[config.mk]
export PLATFORM = sky130hd
export DESIGN_NAME = mc_control_fsm
export DESIGN_NICKNAME = d
export VERILOG_FILES = /design/src/rtl/mc_control_fsm_pkg.sv /design/src/rtl/mc_control_fsm.sv
export SDC_FILE = /design/constraint.sdc
export NUM_CORES = 1
export LEC_CHECK = 0
export CORE_UTILIZATION = 45
export DETAILED_ROUTE_END_ITERATION = 6
export HOLD_SLACK_MARGIN = 0.1
export PLACE_DENSITY = 0.77
export SLEW_MARGIN = 20
export SYNTH_ARGS = -nofsm -noshare
export SYNTH_HDL_FRONTEND = slang
export SYNTH_SLANG_ARGS = --single-unit
[constraint.sdc]
create_clock -name clock -period 1.9 [get_ports clock]
set_input_delay 0.38 -clock clock [delete_from_list [all_inputs] [get_ports clock]]
set_output_delay 0.38 -clock clock [all_outputs]
set_load 0.02 [all_outputs]
[src/rtl/mc_control_fsm_pkg.sv]
// Shared encodings for the multicycle MIPS control unit: opcodes, states and
// the datapath mux select codes.
package mc_control_fsm_pkg;

  localparam logic [5:0] OP_RTYPE = 6'h00;
  localparam logic [5:0] OP_LW    = 6'h23;
  localparam logic [5:0] OP_SW    = 6'h2B;
  localparam logic [5:0] OP_BEQ   = 6'h04;
  localparam logic [5:0] OP_BNE   = 6'h05;
  localparam logic [5:0] OP_ADDI  = 6'h08;
  localparam logic [5:0] OP_J     = 6'h02;

  typedef enum logic [3:0] {
    S_IDLE   = 4'd0,
    S_FETCH  = 4'd1,
    S_DECODE = 4'd2,
    S_MEMADR = 4'd3,
    S_MEMRD  = 4'd4,
    S_MEMWB  = 4'd5,
    S_MEMWR  = 4'd6,
    S_EXEC   = 4'd7,
    S_RWB    = 4'd8,
    S_BRANCH = 4'd9,
    S_JUMP   = 4'd10,
    S_ADDIEX = 4'd11,
    S_ADDIWB = 4'd12,
    S_HALT   = 4'd13
  } state_t;

  localparam logic [1:0] ALU_ADD   = 2'b00;
  localparam logic [1:0] ALU_SUB   = 2'b01;
  localparam logic [1:0] ALU_FUNCT = 2'b10;

  localparam logic [1:0] SRCB_B      = 2'b00;
  localparam logic [1:0] SRCB_FOUR   = 2'b01;
  localparam logic [1:0] SRCB_IMM    = 2'b10;
  localparam logic [1:0] SRCB_IMM_SH = 2'b11;

  localparam logic [1:0] PCSRC_ALU    = 2'b00;
  localparam logic [1:0] PCSRC_ALUOUT = 2'b01;
  localparam logic [1:0] PCSRC_JUMP   = 2'b10;

  // Final state of every instruction; leaving it retires the instruction.
  function automatic logic is_done_state(input state_t s);
    case (s)
      S_MEMWB, S_MEMWR, S_RWB, S_BRANCH, S_JUMP, S_ADDIWB: is_done_state = 1'b1;
      default:                                            is_done_state = 1'b0;
    endcase
  endfunction

endpackage

[src/rtl/mc_control_fsm.sv]
// Multicycle MIPS control FSM: sequences each instruction over 3-5 clocks and
// drives all datapath selects/enables as Moore outputs of the state register.
module mc_control_fsm
  import mc_control_fsm_pkg::*;
#(
  parameter bit ILLEGAL_TRAP = 1'b0,
  parameter int CNT_W        = 32
) (
  input  logic             clock,
  input  logic             reset,
  input  logic [5:0]       opcode,
  input  logic             zero,
  output logic             pc_en,
  output logic             pc_write,
  output logic             pc_write_cond,
  output logic             br_ne,
  output logic             iord,
  output logic             mem_read,
  output logic             mem_write,
  output logic             ir_write,
  output logic             mem_to_reg,
  output logic             reg_dst,
  output logic             reg_write,
  output logic             alu_src_a,
  output logic [1:0]       alu_src_b,
  output logic [1:0]       alu_op,
  output logic [1:0]       pc_source,
  output logic [3:0]       state,
  output logic             instr_done,
  output logic             illegal_op,
  output logic [CNT_W-1:0] instr_count
);

  state_t     cur_state;
  state_t     nxt_state;
  logic       is_bne;
  logic [CNT_W-1:0] count;

  // State register
  always_ff @(posedge clock or negedge reset) begin
    if (!reset) cur_state <= S_IDLE;
    else        cur_state <= nxt_state;
  end

  // Branch flavour is captured in DECODE so BRANCH does not depend on a late opcode
  always_ff @(posedge clock or negedge reset) begin
    if (!reset)                      is_bne <= 1'b0;
    else if (cur_state == S_DECODE)  is_bne <= (opcode == OP_BNE);
    else                             is_bne <= is_bne;
  end

  // Retired-instruction counter
  always_ff @(posedge clock or negedge reset) begin
    if (!reset)                        count <= {CNT_W{1'b0}};
    else if (is_done_state(cur_state)) count <= count + {{(CNT_W-1){1'b0}}, 1'b1};
    else                               count <= count;
  end

  // Next-state logic
  always_comb begin
    nxt_state  = cur_state;
    illegal_op = 1'b0;
    case (cur_state)
      S_IDLE:   nxt_state = S_FETCH;
      S_FETCH:  nxt_state = S_DECODE;
      S_DECODE: begin
        case (opcode)
          OP_LW, OP_SW:    nxt_state = S_MEMADR;
          OP_RTYPE:        nxt_state = S_EXEC;
          OP_BEQ, OP_BNE:  nxt_state = S_BRANCH;
          OP_J:            nxt_state = S_JUMP;
          OP_ADDI:         nxt_state = S_ADDIEX;
          default: begin
            illegal_op = 1'b1;
            nxt_state  = ILLEGAL_TRAP ? S_HALT : S_FETCH;
          end
        endcase
      end
      S_MEMADR: begin
        if (opcode == OP_LW) nxt_state = S_MEMRD;
        else                 nxt_state = S_MEMWR;
      end
      S_MEMRD:  nxt_state = S_MEMWB;
      S_EXEC:   nxt_state = S_RWB;
      S_ADDIEX: nxt_state = S_ADDIWB;
      S_MEMWB, S_MEMWR, S_RWB, S_BRANCH, S_JUMP, S_ADDIWB: nxt_state = S_FETCH;
      S_HALT:   nxt_state = S_HALT;
      default:  nxt_state = S_IDLE;
    endcase
  end

  // Moore output decode
  always_comb begin
    pc_write      = 1'b0;
    pc_write_cond = 1'b0;
    br_ne         = 1'b0;
    iord          = 1'b0;
    mem_read      = 1'b0;
    mem_write     = 1'b0;
    ir_write      = 1'b0;
    mem_to_reg    = 1'b0;
    reg_dst       = 1'b0;
    reg_write     = 1'b0;
    alu_src_a     = 1'b0;
    alu_src_b     = SRCB_B;
    alu_op        = ALU_ADD;
    pc_source     = PCSRC_ALU;
    case (cur_state)
      S_FETCH: begin
        mem_read  = 1'b1;
        ir_write  = 1'b1;
        pc_write  = 1'b1;
        alu_src_b = SRCB_FOUR;
      end
      S_DECODE: alu_src_b = SRCB_IMM_SH;
      S_MEMADR, S_ADDIEX: begin
        alu_src_a = 1'b1;
        alu_src_b = SRCB_IMM;
      end
      S_MEMRD: begin
        mem_read = 1'b1;
        iord     = 1'b1;
      end
      S_MEMWB: begin
        mem_to_reg = 1'b1;
        reg_write  = 1'b1;
      end
      S_MEMWR: begin
        mem_write = 1'b1;
        iord      = 1'b1;
      end
      S_EXEC: begin
        alu_src_a = 1'b1;
        alu_op    = ALU_FUNCT;
      end
      S_RWB: begin
        reg_dst   = 1'b1;
        reg_write = 1'b1;
      end
      S_BRANCH: begin
        alu_src_a     = 1'b1;
        alu_op        = ALU_SUB;
        pc_source     = PCSRC_ALUOUT;
        pc_write_cond = 1'b1;
        br_ne         = is_bne;
      end
      S_JUMP: begin
        pc_write  = 1'b1;
        pc_source = PCSRC_JUMP;
      end
      S_ADDIWB: reg_write = 1'b1;
      default: begin
        pc_write = 1'b0;
      end
    endcase
  end

  assign pc_en       = pc_write | (pc_write_cond & (zero ^ br_ne));
  assign state       = cur_state;
  assign instr_done  = is_done_state(cur_state);
  assign instr_count = count;

endmodule
==> flow_metrics.py <==
metrics = {
    "run_status": {
        "status": "finished, final reports clean",
    },
    "sta": {
        "rsz0062_at_grt": "yes",
        "maxSlewViolCount": 0,
        "max_freq_mhz": 533,
        "setup_viol": 0,
        "post-route-min-period_ns": 1.88,
        "tns_ns": 0,
        "hold_viol": 0,
        "setup_ws_ns": 0.0250,
        "relSlewSlack": 0.690,
        "period_share": 0.987,
        "skew_ns": 0.00925,
        "worst_slew_pin_slew_ns": 0.465,
    },
    "power_and_ir_drop": {
        "power.clock.fraction": 0.388,
        "p_seq_frac": 0.565,
        "internal_power_uw": 1070,
        "max-vdd-ir-drop_mv": 0.269,
        "power.density_nw_per_um2": 446,
        "combinationalPowerShare": 0.046,
        "total_power_uw": 1390,
        "switching_share": 0.231,
        "switchingPower_uw": 322,
        "p_leak_uw": 0.00161,
    },
    "flow_run": {
        "drv_cap": 0,
    },
    "global_route": {
        "grt_util_met3": 0.0526,
        "grt_use_met2": 0.388,
        "grt_util_all_layers": 0.224,
        "grt_pass1_vias": 1735,
        "antenna_found_initial": 0,
        "grt_use_met1": 0.268,
        "overflow": 0,
        "grt_start_max_net_pins": 38,
        "grt-busiest-layer": "met2",
        "grt_first_pass_wirelength_um": 7780,
    },
    "finish": {
        "syn_to_final_growth_pct": 56.0,
        "drive_gt1_frac": 0.309,
        "diodes": 0,
        "nFillCells": 304,
        "final_nets": 323,
    },
    "clocking": {
        "clk_pin_slew_worst_paths_ns": 0.07,
        "cts_tree": "built",
        "clkLatencyLatePin_ns": 0.29,
        "clock_sinks": 37,
        "cts-buffers-inserted": 5,
        "clk_path_buf_depth": 2,
        "root_buffer": "clkbuf_8",
        "htreeDepth": 2,
    },
    "setup_path": {
        "critPathKind": "reg -> out",
        "crit_path_start_kind": "register",
        "cp_max_fo": 5,
        "required_ns": 1.52,
        "rr_startpoint": "state[2]",
        "worstPathArrival_ns": 1.50,
        "crit_start": "state[2]",
        "crit_path_end_kind": "output port",
    },
    "logic_synthesis": {
        "seq_area_frac_synth": 0.463,
        "synth_commonest_cells": "dfrtp_1, nor2_1, nand2_1, xnor2_1, xor2_1",
        "async_flop_share": 1.00,
        "netlist_area_um2": 2000,
        "synth_warnings": 0,
        "synth_cell_types": 36,
        "synthTopCellsByArea": "dfrtp_1, xnor2_1, xor2_1, nor2_1, nand2_1",
        "synth_most_common_cell": "dfrtp_1",
        "syn-instance-count": 210,
        "synth_edf_count": 0,
        "synth_ff_type": "dfrtp_1",
        "synth_area_leader_cell": "dfrtp_1",
        "avgSynthCellArea_um2": 9.52,
        "syn_nets": 220,
        "synth_seq_cells": 37,
        "synth_top_cell_area_share": 0.463,
    },
    "placement": {
        "place_congestion": 0.808,
        "dp_hpwl_um": 3560,
        "dp_slack_ns": -0.559,
        "port_buffers": 64,
    },
    "detailed_routing": {
        "ant_nets": 0,
        "drt-pass1-iter-count": 4,
        "num_vias": 1901,
        "wire_per_inst_um": 14.3,
        "vias_per_cell": 5.22,
        "drt-initial-drc-count": 76,
        "drt_wl_total_um": 5200,
        "drc": 0,
    },
    "floorplan": {
        "core_um2": 4140,
        "die-area_um2": 4710,
        "ioPinCount": 65,
        "die_x_um": 68.7,
        "initial_utilization": 0.482,
        "die_y_um": 68.7,
        "rows": 23,
    },
    "worst_hold_path": {
        "hp-class": "in -> async",
    },
}
## flip-flops by register name, summed over array words and instances (netlist names)
signal / flops
instr_count: 32
is_bne: 1
state: 4
## logic make-up after synthesis
kind of cell	Yosys count	share of synthesized area
flops	37	0.463
simple gates	99	0.249
buf+inv	15	0.0363
mux	3	0.0156
fa+ha+maj	1	0.00626
xor+xnor	36	0.158
compound gates	19	0.0720
## final cells by class
type                       count  area, µm²  area share
multi-input combinational    158       1120       0.360
sequential                    37        932       0.299
timing repair buffer         105        892       0.286
clock buffer                   5       68.8      0.0221
tap                           50       62.6      0.0201
inverter                       6       22.5     0.00722
clock inverter                 3       17.5     0.00562
## metrics by stage
stage / cells / hold WS [ns] / instance area, µm² / util
after floorplan: 210 / 0.0844 / 2020 / -
final: 364 / 0.122 / 3120 / 0.753
after detailed placement: 352 / 0.453 / 2940 / 0.708
after CTS: 360 / 0.134 / 3010 / 0.727
after global routing: 364 / 0.163 / 3120 / 0.753
after global placement: 352 / 0.448 / 2940 / 0.708
## worst max-delay path: stages, from the launching register on
cell	delay [ns]
dfrtp_2	0.45
buf_6	0.14
a21o_1	0.17
a221oi_4	0.28
buf_6	0.17
## power groups by stage
stage               registers (µW)  logic [µW]  clock network [µW]
floorplan                      803        13.3                   0
global placement               802        63.2                   0
detailed placement             802        64.5                   0
CTS                            787        65.2                 554
global route                   787        70.8                 586
finish                         787        64.1                 541
## path summary, 6_finish.rpt
kind	end	slack [ns]	depth (start not counted)
min in group clock	instr_count[31]	0.47	1
worst max-delay path	instr_done	0.02	4
worst min register to register	instr_count[31]	0.47	1
max in group asynchronous	state[0]	1.42	2
worst min-delay path	instr_count[12]	0.12	2
worst max register to register	instr_count[14]	0.04	7
## layout by cell type (no fill, tap or decap), types with 6 or more instances in the layout
| cell | instances |
|---|---|
| dfrtp_1 | 32 |
| buf_2 | 10 |
| nand2_1 | 20 |
| clkbuf_2 | 6 |
| dlymetal6s2s_1 | 8 |
| xor2_1 | 16 |
| a21oi_1 | 6 |
| nor2_1 | 21 |
| and3_1 | 8 |
| clkdlybuf4s50_1 | 34 |
| buf_4 | 40 |
| nand3_1 | 12 |
| xnor2_1 | 19 |
## metal layers
layer	share of wire	up-vias	routed length (µm)
li1	-	916	-
met1	0.43	915	2250
met2	0.50	58	2620
met3	0.038	12	199
met4	0.026	0	136
met5	0	-	0
## repair_timing
item	in CTS	in global routing
hold buffers	0	0
pin swaps	0	13
buffers inserted	0	4
resized for setup	70	43
setup endpoints to repair	27	35
No activity file was read; power rests on OpenSTA's default activity.
